[src/rtl/input_packet_tx.sv]
// Button-to-packet transmitter: synchronizes and debounces five buttons, resolves a
// direction with auto-repeat, and emits single-beat 64-bit AXI-Stream event packets.
module input_packet_tx #(
  parameter int          DEBOUNCE_CYCLES = 1000000,
  parameter int          REPEAT_CYCLES   = 5000000,
  parameter logic [7:0]  PKT_TYPE        = 8'h01
) (
  input  logic        i_clk,
  input  logic        i_rst,
  input  logic        i_btn_up,
  input  logic        i_btn_down,
  input  logic        i_btn_left,
  input  logic        i_btn_right,
  input  logic        i_btn_fire,
  output logic [63:0] o_m_axis_tdata,
  output logic        o_m_axis_tvalid,
  output logic        o_m_axis_tlast,
  input  logic        i_m_axis_tready,
  output logic        o_busy
);

  localparam int DB_W = (DEBOUNCE_CYCLES > 1) ? $clog2(DEBOUNCE_CYCLES) : 1;
  localparam int RP_W = (REPEAT_CYCLES > 1) ? $clog2(REPEAT_CYCLES) : 1;
  localparam logic [DB_W-1:0] DB_LAST = DB_W'(DEBOUNCE_CYCLES - 1);
  localparam logic [RP_W-1:0] RP_LAST = RP_W'(REPEAT_CYCLES - 1);

  typedef enum logic {IDLE = 1'b0, SEND = 1'b1} state_t;

  // Bit order everywhere: {fire, right, left, down, up}
  logic [4:0]      btn_raw;
  logic [4:0]      sync_p0;
  logic [4:0]      sync_p1;
  logic [4:0]      deb;
  logic [DB_W-1:0] db_cnt [5];

  logic [2:0]      dir;
  logic [2:0]      dir_q;
  logic            dir_change;
  logic            fire_q;
  logic            fire_rise;
  logic [RP_W-1:0] rpt_cnt;
  logic            rpt_tick;
  logic            move_pending;
  logic            move_req;
  logic            fire_pending;

  state_t          state;
  state_t          next_state;
  logic            load;
  logic            handshake;
  logic [7:0]      seq;
  logic [63:0]     tdata;

  assign btn_raw = {i_btn_fire, i_btn_right, i_btn_left, i_btn_down, i_btn_up};

  // Stage p0/p1: two-flop synchronizer
  always_ff @(posedge i_clk or posedge i_rst) begin
    if (i_rst) begin
      sync_p0 <= '0;
      sync_p1 <= '0;
    end else begin
      sync_p0 <= btn_raw;
      sync_p1 <= sync_p0;
    end
  end

  // Debounce: the synchronized level must disagree for DEBOUNCE_CYCLES edges in a row
  for (genvar g = 0; g < 5; g++) begin : g_deb
    always_ff @(posedge i_clk or posedge i_rst) begin
      if (i_rst) begin
        db_cnt[g] <= '0;
        deb[g]    <= 1'b0;
      end else if (sync_p1[g] == deb[g]) begin
        db_cnt[g] <= '0;
      end else if (db_cnt[g] == DB_LAST) begin
        db_cnt[g] <= '0;
        deb[g]    <= sync_p1[g];
      end else begin
        db_cnt[g] <= db_cnt[g] + 1'b1;
      end
    end
  end

  always_comb begin
    dir = 3'd0;
    if      (deb[0]) dir = 3'd1;
    else if (deb[1]) dir = 3'd2;
    else if (deb[2]) dir = 3'd3;
    else if (deb[3]) dir = 3'd4;
  end

  assign dir_change = (dir != dir_q);
  assign rpt_tick   = (dir != 3'd0) && !dir_change && (rpt_cnt == RP_LAST);
  assign fire_rise  = deb[4] && !fire_q;
  // A pending move only counts while a direction is still held this cycle
  assign move_req   = move_pending && (dir != 3'd0);

  always_ff @(posedge i_clk or posedge i_rst) begin
    if (i_rst) begin
      dir_q   <= 3'd0;
      fire_q  <= 1'b0;
      rpt_cnt <= '0;
    end else begin
      dir_q  <= dir;
      fire_q <= deb[4];
      if (dir == 3'd0 || dir_change || rpt_cnt == RP_LAST) rpt_cnt <= '0;
      else                                                 rpt_cnt <= rpt_cnt + 1'b1;
    end
  end

  // New events win over the load-cycle clear so nothing arriving then is lost
  always_ff @(posedge i_clk or posedge i_rst) begin
    if (i_rst) begin
      move_pending <= 1'b0;
      fire_pending <= 1'b0;
    end else begin
      if (dir == 3'd0)                          move_pending <= 1'b0;
      else if ((dir_change) || rpt_tick)        move_pending <= 1'b1;
      else if (load)                            move_pending <= 1'b0;

      if (fire_rise)  fire_pending <= 1'b1;
      else if (load)  fire_pending <= 1'b0;
    end
  end

  always_comb begin
    next_state = state;
    load       = 1'b0;
    unique case (state)
      IDLE: begin
        if (move_req || fire_pending) begin
          next_state = SEND;
          load       = 1'b1;
        end
      end
      SEND: begin
        if (i_m_axis_tready) next_state = IDLE;
      end
      default: next_state = IDLE;
    endcase
  end

  assign handshake = (state == SEND) && i_m_axis_tready;

  // Stage p2: packet register and sequence number
  always_ff @(posedge i_clk or posedge i_rst) begin
    if (i_rst) begin
      state <= IDLE;
      seq   <= 8'd0;
      tdata <= 64'd0;
    end else begin
      state <= next_state;
      if (load) begin
        tdata <= {32'd0, seq, 7'd0, fire_pending, 5'd0,
                  (move_req ? dir : 3'd0), PKT_TYPE};
      end
      if (handshake) seq <= seq + 8'd1;
    end
  end

  assign o_m_axis_tdata  = tdata;
  assign o_m_axis_tvalid = (state == SEND);
  assign o_m_axis_tlast  = (state == SEND);
  assign o_busy          = (state == SEND);

endmodule

[config.mk]
export PLATFORM = sky130hd
export DESIGN_NAME = input_packet_tx
export DESIGN_NICKNAME = d
export VERILOG_FILES = /design/src/rtl/input_packet_tx.sv
export SDC_FILE = /design/constraint.sdc
export NUM_CORES = 1
export LEC_CHECK = 0
export CORE_ASPECT_RATIO = 0.8
export CORE_MARGIN = 2
export CORE_UTILIZATION = 40
export CTS_CLUSTER_SIZE = 30
export DETAILED_ROUTE_END_ITERATION = 6
export DONT_BUFFER_PORTS = 1
export SLEW_MARGIN = 10
export SYNTH_ARGS = -nofsm -noshare
export SYNTH_HDL_FRONTEND = slang
export SYNTH_SLANG_ARGS = --single-unit
[constraint.sdc]
create_clock -name i_clk -period 11.8 [get_ports i_clk]
set_input_delay 3.54 -clock i_clk [delete_from_list [all_inputs] [get_ports i_clk]]
set_output_delay 3.54 -clock i_clk [all_outputs]
set_load 0.03 [all_outputs]
==> results by group <==
Outcome
  • Outcome: completed

Clock tree
  • Inserted Clock Buffers: 17
  • Clock Root Buffer: clkbuf_16
  • Clock net sink count: 166
  • Clk Latency, worst-skew pair: 0.43 ns
  • Maximum root-to-sink buffer count: 2
  • Register clock-pin slew on the reported worst setup and hold paths: 0.06 ns
  • Post-CTS Setup Inserts: 0
  • Count of hold-fix buffers inserted at cts: 0
  • TritonCTS clock tree: built
  • Number of gates resized after cts: 0
  • Level count of the clock H-tree: 4

STA
  • TNS Setup: 0 ns
  • Clk_skew: 0.006547 ns
  • Worst-Margin Slew: 1.133 ns
  • Final Max Slew Viols: 0
  • Count of final setup violators: 0
  • Relative slew slack: 0.2444
  • RSZ-0062 raised after global routing: no
  • Final hold violations: 0
  • Maximum achievable frequency: 198.6 MHz
  • Min Tclk post-route: 5.035 ns
  • Minimum hold slack: 0.3493 ns
  • Fraction of the cycle the final worst path needs: 0.4267

Routing
  • Number of violations reported at the end of detailed-routing iteration 0: 390
  • Overall via count from detail_route: 5534
  • Post-DRT Antenna Nets: 0
  • Post-detailed-route wirelength per cell: 14.03 um
  • First drt pass iteration count: 4
  • Average vias per placed instance: 5.091
  • Residual DRC: 0
  • Routed wire length: 15250 um

Power
  • Cell-internal power: 0.9114 mW
  • Leakage power: 3.676 nW
  • Switching share of power: 0.2294
  • Part of the total power dissipated in sequential elements: 0.494
  • Cell area power density: 133.3 nW/um2
  • Gate power share: 0.042
  • Portion of total power attributed to the clock network: 0.464
  • Net load switching power: 0.2713 mW
  • Total Power Consumption: 1.183 mW
  • Worst supply voltage drop on vdd: 0.0001061 V

Floorplan
  • Horizontal extent of the die: 164.0 um
  • Starting utilization of the core area: 0.4102
  • Number of placed I/O pins: 75
  • Total Die Area: 21650 um2
  • Number of rows in the core area: 46
  • Placeable core region: 19970 um2
  • Vertical die dimension: 132.0 um

Placement
  • Number of port buffers: 0
  • Routability congestion estimate from global placement: 0.7615
  • Total instance count after detailed placement: 1056
  • Dpl hpwl: 10210 um

Cells and area
  • Layout overhead on the synthesized area: 8.338%
  • Net count, final: 826
  • Fin cells: 1087
  • Fillcell total: 1897
  • Number of diodes: 0
  • Share of cells above drive strength 1: 0.07655

GRT
  • Pin count of the biggest net entering global routing: 91
  • Vias in the first global route: 5111
  • Number of antenna violations at the first check in global routing: 0
  • Congestion Overflow GR: 0
  • First-pass GRT wire length: 26190 um
  • Overall track demand over capacity in global routing: 0.1501

Critical path
  • Reg-to-reg startpoint: rpt_cnt[0]
  • Largest fanout on the critical path: 9
  • Reg2Reg Setup Slack: 9.34 ns
  • Required time of the worst setup path: 8.26 ns
  • Kind of start point of the critical path: flip-flop
  • Kind of capture point of the worst setup path: output port
  • Capturing point of the worst reg2reg path: rpt_cnt[12]
  • CP arrival: 1.50 ns
  • Depth of the worst register-to-register path: 6
  • Classification of the worst setup path: flip-flop to output port

Synthesis
  • Most repeated cell in the gate-level netlist after synthesis: dfrtp_1
  • Count of synthesis-stage warnings from yosys: 0
  • Post-synth cell types: 50
  • Sequential area share after synthesis: 0.5070
  • Most area-hungry cell type in the Yosys netlist: dfrtp_1
  • Count of flip-flops with a built-in enable after synthesis: 0
  • Area share of the largest cell type after synthesis: 0.5070
  • Async S/R FF share, synth: 1.000
  • Cell types with the largest area share after synthesis: dfrtp_1, xnor2_1, buf_4
  • Top cells by count, synth: dfrtp_1, nor2_1, xnor2_1
  • Mean cell area of the mapped netlist: 10.15 um2
  • Register bit total from synthesis: 166
  • Area of the mapped netlist: 8193 um2
  • Ys flop type: dfrtp_1
  • Number of cells produced by synthesis: 807

Hold path
  • WHS Path Cells: 0
  • End point of the most critical hold path: sync_p1[4]
  • Type of the most critical hold path: flip-flop to flip-flop
  • Hold_sp: sync_p0[4]

Job
  • Max-cap viol count: 0
flip-flops by register name, indices dropped and copies added, names as in the netlist:
name / flops
fire_q: 1
sync_p1: 5
db_cnt: 100
deb: 5
move_pending: 1
fire_pending: 1
dir_q: 3
seq: 8
o_m_axis_tdata: 13
rpt_cnt: 23
o_busy: 1
sync_p0: 5
area by class of cell:
class	count	area, um2	area share
Inverter	26	102.6	0.01156
Multi-Input combinational cell	593	3647	0.4109
Sequential cell	166	4154	0.4680
Clock inverter	7	67.56	0.007612
Timing Repair Buffer	7	52.55	0.005920
Tap cell	264	330.3	0.03721
Clock buffer	24	521.8	0.05878
logic make-up after synthesis:
kind of cell | synth area share
and+or+nand+nor | 0.2308
DFF | 0.5070
xor gates and xnor gates | 0.1005
other | 0.0004577
buffers and inverters | 0.07132
AOI/OAI and AO/OA | 0.06002
muxes | 0.01924
adders and majority gates | 0.01069
worst max path at each step:
stage               startpoint  slack (ns)         endpoint  cells after the start
floorplan                i_rst        3.77        db_cnt[0]                      1
global placement         i_rst        6.62        db_cnt[7]                      2
detailed placement       i_rst        6.62        db_cnt[1]                      2
CTS                     o_busy        6.72  o_m_axis_tvalid                      0
global route            o_busy        6.70  o_m_axis_tvalid                      0
finish                  o_busy        6.76  o_m_axis_tvalid                      0
through the flow:
step	setup slack, ns	utilization	cell area [um2]
after floorplan	3.770	-	8381
after global placement	6.619	0.4149	8287
after detailed placement	6.620	0.4149	8287
after CTS	6.724	0.4444	8876
after global routing	6.698	0.4444	8876
final	6.765	0.4444	8876
layer usage:
metal  vias to the layer above  share of wire  GRT usage
li1                       2748              -          -
met1                      2703           0.53     0.2257
met2                        70           0.43     0.2136
met3                        13          0.030    0.03429
met4                         0          0.012    0.04825
met5                         -              0          0
power by group through the flow:
stage / clock network (mW) / logic, mW / registers (mW)
final: 0.549 / 0.0502 / 0.584
after global routing: 0.584 / 0.0571 / 0.585
after CTS: 0.563 / 0.0512 / 0.584
after detailed placement: 0 / 0.0512 / 0.594
after global placement: 0 / 0.0511 / 0.594
after floorplan: 0 / 0.0563 / 0.592
placed cells by master, fill, tap and decap left out, drive strengths merged, types with 2 or more instances in the layout:
master,synthesis,layout
or4,15,15
nor4bb,2,2
clkinv,0,3
xnor2,64,64
o21ai,23,23
nor4,20,20
clkinvlp,0,3
ha,7,7
nor4b,8,8
nor2b,2,2
a21oi,21,21
o31ai,17,17
mux2,14,14
nor3,32,32
nand4b,4,4
and2,8,8
clkbuf,4,24
dfrtp,166,166
nor2,89,89
or3,25,25
nand3,44,44
nand4,31,31
nand2,39,39
and4,7,7
a211oi,9,9
conb,1,51
xor2,30,30
buf,68,7
and3,19,19
inv,26,26
(Power assumes the default switching activity.)
